**src/rtl/microwave_countdown_if.sv**
```systemverilog
// Keypad/control inputs and BCD display/status outputs of the microwave countdown controller.
interface microwave_countdown_if;
  logic       tick_1hz;
  logic       digit_valid;
  logic [3:0] digit;
  logic       start;
  logic       stop;
  logic       door_open;
  logic [3:0] min_tens;
  logic [3:0] min_ones;
  logic [3:0] sec_tens;
  logic [3:0] sec_ones;
  logic       magnetron_on;
  logic       done;
  logic [2:0] state;

  modport master (
    output tick_1hz, digit_valid, digit, start, stop, door_open,
    input  min_tens, min_ones, sec_tens, sec_ones, magnetron_on, done, state
  );

  modport slave (
    input  tick_1hz, digit_valid, digit, start, stop, door_open,
    output min_tens, min_ones, sec_tens, sec_ones, magnetron_on, done, state
  );
endinterface

```
**src/rtl/microwave_countdown.sv**
```systemverilog
// Microwave cook-time entry (MM:SS BCD) and one-second countdown with pause/door interlock.
// Latency: one clk edge from sampled strobe to outputs; no backpressure, every strobe is acted on or dropped.
module microwave_countdown (
  input  logic                  clk,
  input  logic                  reset,
  microwave_countdown_if.slave  bus
);
  typedef enum logic [2:0] {
    IDLE  = 3'd0,
    ENTRY = 3'd1,
    COOK  = 3'd2,
    PAUSE = 3'd3,
    DONE  = 3'd4
  } state_t;

  state_t     state_q;
  logic [3:0] min_tens_q, min_ones_q, sec_tens_q, sec_ones_q;
  logic [3:0] dec_min_tens, dec_min_ones, dec_sec_tens, dec_sec_ones;
  logic       digit_ok;
  logic       time_zero;
  logic       dec_zero;

  assign digit_ok  = bus.digit_valid && (bus.digit <= 4'd9);
  assign time_zero = ({min_tens_q, min_ones_q, sec_tens_q, sec_ones_q} == 16'd0);
  assign dec_zero  = ({dec_min_tens, dec_min_ones, dec_sec_tens, dec_sec_ones} == 16'd0);

  // Seconds borrow from 0 to 5 (not 9) so entered 60-99 values still count down unchanged.
  always_comb begin
    dec_min_tens = min_tens_q;
    dec_min_ones = min_ones_q;
    dec_sec_tens = sec_tens_q;
    dec_sec_ones = sec_ones_q;
    if (sec_ones_q != 4'd0) begin
      dec_sec_ones = sec_ones_q - 4'd1;
    end else begin
      dec_sec_ones = 4'd9;
      if (sec_tens_q != 4'd0) begin
        dec_sec_tens = sec_tens_q - 4'd1;
      end else begin
        dec_sec_tens = 4'd5;
        if (min_ones_q != 4'd0) begin
          dec_min_ones = min_ones_q - 4'd1;
        end else begin
          dec_min_ones = 4'd9;
          dec_min_tens = min_tens_q - 4'd1;
        end
      end
    end
  end

  always_ff @(posedge clk) begin
    if (reset) begin
      state_q    <= IDLE;
      min_tens_q <= 4'd0;
      min_ones_q <= 4'd0;
      sec_tens_q <= 4'd0;
      sec_ones_q <= 4'd0;
    end else begin
      case (state_q)
        IDLE, ENTRY: begin
          // In IDLE the digits are zero, so a stop there is a no-op and start never applies.
          if (bus.stop && state_q == ENTRY) begin
            state_q    <= IDLE;
            min_tens_q <= 4'd0;
            min_ones_q <= 4'd0;
            sec_tens_q <= 4'd0;
            sec_ones_q <= 4'd0;
          end else if (bus.start && !bus.door_open && !time_zero && state_q == ENTRY) begin
            state_q <= COOK;
          end else if (digit_ok) begin
            state_q    <= ENTRY;
            min_tens_q <= min_ones_q;
            min_ones_q <= sec_tens_q;
            sec_tens_q <= sec_ones_q;
            sec_ones_q <= bus.digit;
          end
        end
        COOK: begin
          if (bus.stop || bus.door_open) begin
            state_q <= PAUSE;
          end else if (bus.tick_1hz) begin
            min_tens_q <= dec_min_tens;
            min_ones_q <= dec_min_ones;
            sec_tens_q <= dec_sec_tens;
            sec_ones_q <= dec_sec_ones;
            if (dec_zero) state_q <= DONE;
          end
        end
        PAUSE: begin
          if (bus.stop) begin
            state_q    <= IDLE;
            min_tens_q <= 4'd0;
            min_ones_q <= 4'd0;
            sec_tens_q <= 4'd0;
            sec_ones_q <= 4'd0;
          end else if (bus.start && !bus.door_open) begin
            state_q <= COOK;
          end
        end
        DONE: begin
          if (bus.stop) begin
            state_q    <= IDLE;
            min_tens_q <= 4'd0;
            min_ones_q <= 4'd0;
            sec_tens_q <= 4'd0;
            sec_ones_q <= 4'd0;
          end else if (digit_ok) begin
            state_q    <= ENTRY;
            min_tens_q <= 4'd0;
            min_ones_q <= 4'd0;
            sec_tens_q <= 4'd0;
            sec_ones_q <= bus.digit;
          end
        end
        default: begin
          state_q    <= IDLE;
          min_tens_q <= 4'd0;
          min_ones_q <= 4'd0;
          sec_tens_q <= 4'd0;
          sec_ones_q <= 4'd0;
        end
      endcase
    end
  end

  assign bus.min_tens     = min_tens_q;
  assign bus.min_ones     = min_ones_q;
  assign bus.sec_tens     = sec_tens_q;
  assign bus.sec_ones     = sec_ones_q;
  assign bus.state        = state_q;
  assign bus.magnetron_on = (state_q == COOK);
  assign bus.done         = (state_q == DONE);
endmodule

```
**src/flat_wrapper.sv**
```systemverilog
// flat-port wrapper written by rule: the top's interface ports become plain ports
module microwave_countdown_flat 
  (clk, reset, bus_tick_1hz, bus_digit_valid, bus_digit, bus_start, bus_stop, bus_door_open, bus_min_tens, bus_min_ones, bus_sec_tens, bus_sec_ones, bus_magnetron_on, bus_done, bus_state);
  microwave_countdown_if bus_i ();
  input  logic clk;
  input  logic reset;
  input wire logic [$bits(bus_i.tick_1hz)-1:0] bus_tick_1hz;
  input wire logic [$bits(bus_i.digit_valid)-1:0] bus_digit_valid;
  input wire logic [$bits(bus_i.digit)-1:0] bus_digit;
  input wire logic [$bits(bus_i.start)-1:0] bus_start;
  input wire logic [$bits(bus_i.stop)-1:0] bus_stop;
  input wire logic [$bits(bus_i.door_open)-1:0] bus_door_open;
  output wire logic [$bits(bus_i.min_tens)-1:0] bus_min_tens;
  output wire logic [$bits(bus_i.min_ones)-1:0] bus_min_ones;
  output wire logic [$bits(bus_i.sec_tens)-1:0] bus_sec_tens;
  output wire logic [$bits(bus_i.sec_ones)-1:0] bus_sec_ones;
  output wire logic [$bits(bus_i.magnetron_on)-1:0] bus_magnetron_on;
  output wire logic [$bits(bus_i.done)-1:0] bus_done;
  output wire logic [$bits(bus_i.state)-1:0] bus_state;
  assign bus_i.tick_1hz = bus_tick_1hz;
  assign bus_i.digit_valid = bus_digit_valid;
  assign bus_i.digit = bus_digit;
  assign bus_i.start = bus_start;
  assign bus_i.stop = bus_stop;
  assign bus_i.door_open = bus_door_open;
  assign bus_min_tens = bus_i.min_tens;
  assign bus_min_ones = bus_i.min_ones;
  assign bus_sec_tens = bus_i.sec_tens;
  assign bus_sec_ones = bus_i.sec_ones;
  assign bus_magnetron_on = bus_i.magnetron_on;
  assign bus_done = bus_i.done;
  assign bus_state = bus_i.state;
  microwave_countdown u_core (.clk(clk), .reset(reset), .bus(bus_i));
endmodule
```
**config.mk**
```make
export PLATFORM = sky130hd
export DESIGN_NAME = microwave_countdown_flat
export DESIGN_NICKNAME = d
export VERILOG_FILES = /design/src/rtl/microwave_countdown_if.sv /design/src/rtl/microwave_countdown.sv /design/src/flat_wrapper.sv
export SDC_FILE = /design/constraint.sdc
export NUM_CORES = 1
export LEC_CHECK = 0
export BUFFER_PORTS_ARGS = -buffer_cell sky130_fd_sc_hd__buf_2
export CAP_MARGIN = 20
export CORE_MARGIN = 3
export CORE_UTILIZATION = 47
export CTS_BUF_LIST = sky130_fd_sc_hd__clkbuf_8
export DETAILED_ROUTE_END_ITERATION = 16
export HOLD_SLACK_MARGIN = 0.02
export PLACE_DENSITY = 0.7
export SYNTH_ARGS = -nofsm -noshare
export SYNTH_HDL_FRONTEND = slang
export SYNTH_SLANG_ARGS = --single-unit
```
**constraint.sdc**
```tcl
create_clock -name clk -period 5.3 [get_ports clk]
set_input_delay 1.06 -clock clk [delete_from_list [all_inputs] [get_ports clk]]
set_output_delay 1.06 -clock clk [all_outputs]
set_load 0.1 [all_outputs]
```
Word level (Yosys, flattened, before mapping)

Index checks and enable logic that the tools add are counted.

Word-level logic and storage cells: 88
Flip-flop bits (word level): 19
Output and inout bits: 21

Reductions and logical operators: 18
Muxes and demuxes: 47
Add/sub/neg operators: 4
Equal/unequal tests: 13
Order comparisons: 1

Operators by type and width:

| kind                  | number |
|---|---|
| $mux W4               | 33 |
| $pmux W4 S4           | 4 |
| $logic_not A16 Y1     | 2 |
| $mux W3               | 9 |
| $sub A4 B1 Y4 const B | 4 |
| $ne A3 B2 Y1 const B  | 4 |
| $pmux W3 S4           | 1 |
| $reduce_bool A4 Y1    | 3 |
| $eq A3 B2 Y1 const B  | 2 |
| $ne A2 B2 Y1 const B  | 3 |
| $ne A3 B1 Y1 const B  | 2 |
| $reduce_and A6 Y1     | 1 |
| $logic_and A1 B1 Y1   | 5 |
| $le A4 B4 Y1 const B  | 1 |
| $reduce_and A4 Y1     | 1 |
| $eq A3 B1 Y1 const B  | 1 |
| $eq A3 B3 Y1 const B  | 1 |
| $logic_not A3 Y1      | 1 |
| $reduce_and A3 Y1     | 1 |
| $logic_not A1 Y1      | 2 |
| $reduce_or A2 Y1      | 1 |
| $logic_or A1 B1 Y1    | 1 |

Depth between registers and ports, before layout

Depth in word-level cells: 9
Depth in mapped cells: 7

Least setup slack after synthesis

Ideal clock, no wire load.

Kind: reg2out
Start point: reg u_core.state_q[1], in the netlist u_core.bus.state[1]
End point: out bus_magnetron_on
Path buffers: 1
Stages on the path, launching flop included: 5
Arrival: 2.680 ns
Slack: 1.560 ns
Required time: 4.240 ns
Cell sequence: dfxtp_1 -> nand2b_1 -> or2_2 -> inv_1 -> clkbuf_1

Cells in the longest elaborated chain, start to end: 1

Ends and longest elaborated chain:

| element                | RTL line                   | source |
|---|---|---|
| from (decl)            | microwave_countdown.sv:16  | `state_t state_q;` |
| from (signal assigned) | microwave_countdown.sv:53  | `state_q <= IDLE;` |
| from (signal assigned) | microwave_countdown.sv:63  | `state_q <= IDLE;` |
| from (signal assigned) | microwave_countdown.sv:69  | `state_q <= COOK;` |
| $eq A3 B2 Y1           | microwave_countdown.sv:131 | `assign bus.magnetron_on = (state_q == COOK);` |
| to (decl)              | flat_wrapper.sv:17         | `output wire logic [$bits(bus_i.magnetron_on)-1:0] bus_magnetron_on;` |

No other way between the ends.

Final worst setup path

Start point: reg u_core.state_q[2], in the netlist u_core.bus.state[2]
End point: out bus_magnetron_on

The elaborated chain is that of the path after synthesis.

==> flow_metrics.py <==
metrics = {
    "layout": {
        "antenna_cells": 0,
        "finalInstanceArea_um2": 1760,
        "layout-drive-gt1-share_pct": 21.7,
        "nFillCells": 328,
        "area_growth_pct": 7.50,
        "final_nets": 240,
    },
    "clock_tree": {
        "postCtsSetupRepairBufs": 0,
        "clk-insertion-delay-late_ns": 0.26,
        "cts_max_level": 1,
        "cts.hold.buffers_added": 0,
        "clkTransAtPathRegs_ns": 0.08,
        "root_buffer": "clkbuf_8",
        "clockBufferDepth": 2,
        "cts-resized-gates": 0,
        "cts_tree": "yes",
        "cts.sinks": 19,
        "cts_buffers": 3,
    },
    "synth": {
        "async_reset_ff_share_pct": 0,
        "synthTopCellsByCount": "a21oi_1, dfxtp_1, nor2_1",
        "synth.most_common_cell": "a21oi_1",
        "synth_edf_count": 0,
        "postSynthCellCount": 206,
        "syn-cell-area_um2": 1630,
        "ys_types": 63,
        "ys_warn_count": 0,
        "ys_ff_latch": 19,
        "synth_top_area_cell": "dfxtp_1",
        "ys_seq_area_share_pct": 23.3,
        "syn-num-nets": 219,
        "synth.avg_cell_area_um2": 7.93,
        "synth_ff_type": "dfxtp_1",
        "synth.area.top_cells": "dfxtp_1, a21oi_1, nor2_1, clkbuf_8, nand2_1",
        "synth_top_cell_area_share_pct": 23.3,
    },
    "sta": {
        "finalCritPeriodShare_pct": 61.4,
        "worst_slew_pin_slew_ns": 0.864,
        "rsz0062_at_grt": "false",
        "setup_violations": 0,
        "clock_skew_ns": 0.00253,
        "fmax_mhz": 307,
        "fin_tns_setup_ns": 0,
        "relSlewSlack_pct": 42.3,
        "finalMaxSlewViolations": 0,
        "period_minus_slack_ns": 3.25,
        "hold_viol_final": 0,
        "setup_slack_ns": 2.05,
    },
    "global_routing": {
        "grt_overflow": 0,
        "met2_usage_pct": 32.6,
        "grt_max_degree": 23,
        "antenna_found_initial": 0,
        "use_met3_pct": 3.99,
        "grt_pass1_vias": 1514,
        "grt.busiest_layer": "met2",
        "grt_usage_pct": 21.5,
        "grt_pass1_wl_um": 7400,
        "grtUsageMet1_pct": 31.6,
    },
    "critical_path": {
        "r2r_slack_ns": 2.76,
        "end_kind": "output pin",
        "crit_path_max_fanout": 13,
        "start_kind": "flop",
        "required_ns": 4.24,
        "cp.buffers_inverters": 2,
        "cpMaxStageDelayCell": "buf_2",
        "path_cells": "nand2b_1 > or2_2 > inv_1 > buf_2",
        "worstPathArrival_ns": 2.19,
        "reg2reg_depth": 5,
        "r2r-end": "u_core.bus.sec_ones[3]",
        "cp.depth": 4,
        "slowest_delay_ns": 0.51,
        "crit_family": "buffers and inverters",
        "r2r-start": "u_core.bus.sec_ones[0]",
        "crit_type": "reg2out",
    },
    "place": {
        "place_ws_ns": 2.12,
        "placed_area_um2": 1700,
        "port_buffers": 31,
        "gp_routability_congestion": 0.877,
        "post-dp-hpwl_um": 3050,
    },
    "power": {
        "pwr-share-seq_pct": 33.9,
        "p_sw_share_pct": 49.1,
        "vdd_drop_max_mv": 0.149,
        "intPower_w": 0.000277,
        "switching_power_w": 0.000267,
        "total_power_w": 0.000543,
        "power.density_nw_per_um2": 309,
        "pwr-share-clk_pct": 19.5,
        "power_leakage_nw": 0.686,
        "p_comb_share_pct": 46.6,
    },
    "detailed_routing": {
        "first_iter_violations": 194,
        "dr.pass1.iters": 4,
        "wl_per_cell_um": 16.3,
        "routed_wl_um": 4390,
        "via_count": 1696,
        "ant_nets": 0,
        "drc_errors": 0,
        "viasPerCell": 6.28,
    },
    "die": {
        "num_rows": 20,
        "die_area_um2": 4220,
        "die_h_um": 65.0,
        "die_w_um": 65.0,
        "io_pins": 32,
        "initial_utilization_pct": 51.4,
        "core-area_um2": 3180,
    },
    "worst_hold_path": {
        "min-delay-path-class": "reg2reg",
        "min_from": "u_core.bus.min_tens[1]",
        "hold-path-endpoint": "u_core.bus.min_tens[1]",
        "worst_hold_path.num_cells": 2,
    },
    "job": {
        "drv_cap": 0,
    },
    "run_status": {
        "status": "finished clean",
    },
}
[cell usage in the layout, fill, tap and decap left out, drive strengths merged, types with 2 or more instances in the layout]
| cell | n |
|---|---|
| ha | 2 |
| a32o | 2 |
| nand4 | 2 |
| or2 | 2 |
| xnor2 | 2 |
| a21oi | 20 |
| nand2b | 4 |
| nor2 | 19 |
| buf | 32 |
| or4 | 2 |
| clkbuf | 3 |
| or3 | 4 |
| nand3 | 4 |
| o22ai | 3 |
| nor3 | 10 |
| o32ai | 3 |
| nor4 | 3 |
| dfxtp | 19 |
| a41o | 2 |
| inv | 11 |
| a311oi | 3 |
| a311o | 2 |
| o31ai | 5 |
| o211ai | 2 |
| a22oi | 4 |
| a211oi | 8 |
| and2 | 2 |
| nand2 | 17 |
| o21ai | 9 |
[area by class of cell]
cell class / instances / area (um2) / share of cell area, %
timing repair buffer: 32 / 163 / 9.26
tap: 44 / 55.1 / 3.13
sequential: 19 / 380 / 21.7
inverter: 11 / 41.3 / 2.35
clock buffer: 3 / 41.3 / 2.35
multi-input combinational: 160 / 1070 / 61.0
clock inverter: 1 / 5.00 / 0.285
[cell families (layout without fill, tap and decap cells)]
group           count (synthesis)  after routing  synth area share (%)
mux                             1              1                 0.689
xor+xnor                        3              3                  1.61
compound gates                 79             79                  35.6
buf+inv                        27             47                  11.5
simple gates                   75             75                  25.8
flops                          19             19                  23.3
fa+ha+maj                       2              2                  1.53
[sequential cells by signal, indices dropped and copies added, names as in the netlist]
name	cells
u_core.bus.state	3
u_core.bus.sec_tens	4
u_core.bus.sec_ones	4
u_core.bus.min_tens	4
u_core.bus.min_ones	4
[stage by stage]
step | hold slack (ns) | instances | util (%)
CTS | 0.599 | 269 | 55.0
detailed placement | 0.580 | 265 | 53.6
floorplan | 0.979 | 206 | -
finish | 0.603 | 270 | 55.3
global route | 0.639 | 270 | 55.3
global placement | 0.587 | 265 | 53.6
[worst max path at each step]
stage / from / end / slack, ns
after floorplan: u_core.bus.state[1] / bus_magnetron_on / 1.56
after global placement: bus_stop / u_core.bus.min_tens[1] / 2.20
after detailed placement: bus_stop / u_core.bus.min_tens[1] / 2.12
after CTS: u_core.bus.state[2] / bus_magnetron_on / 2.08
after global routing: u_core.bus.state[1] / bus_magnetron_on / 1.97
final: u_core.bus.state[2] / bus_magnetron_on / 2.05
[routing by layer]
metal,share of wire [%],wire length [um]
met2,47,2070
met4,0.43,19
met5,0,0
met3,6.5,285
met1,46,2020
[worst register-to-register path: cells and delay by family (launching register included)]
| family | cells | cell delay [ns] |
|---|---|---|
| flops | 1 | 0.44 |
| compound gates | 2 | 1.01 |
| simple gates | 3 | 1.01 |
[power by group through the flow]
| stage | logic [W] | clock network [W] | registers (W) |
|---|---|---|---|
| floorplan | 0.000146 | 0 | 0.000259 |
| global placement | 0.000249 | 0 | 0.000187 |
| detailed placement | 0.000249 | 0 | 0.000187 |
| CTS | 0.000251 | 0.000109 | 0.000183 |
| global route | 0.000271 | 0.000114 | 0.000187 |
| finish | 0.000253 | 0.000106 | 0.000184 |
(Power assumes the default switching activity.)
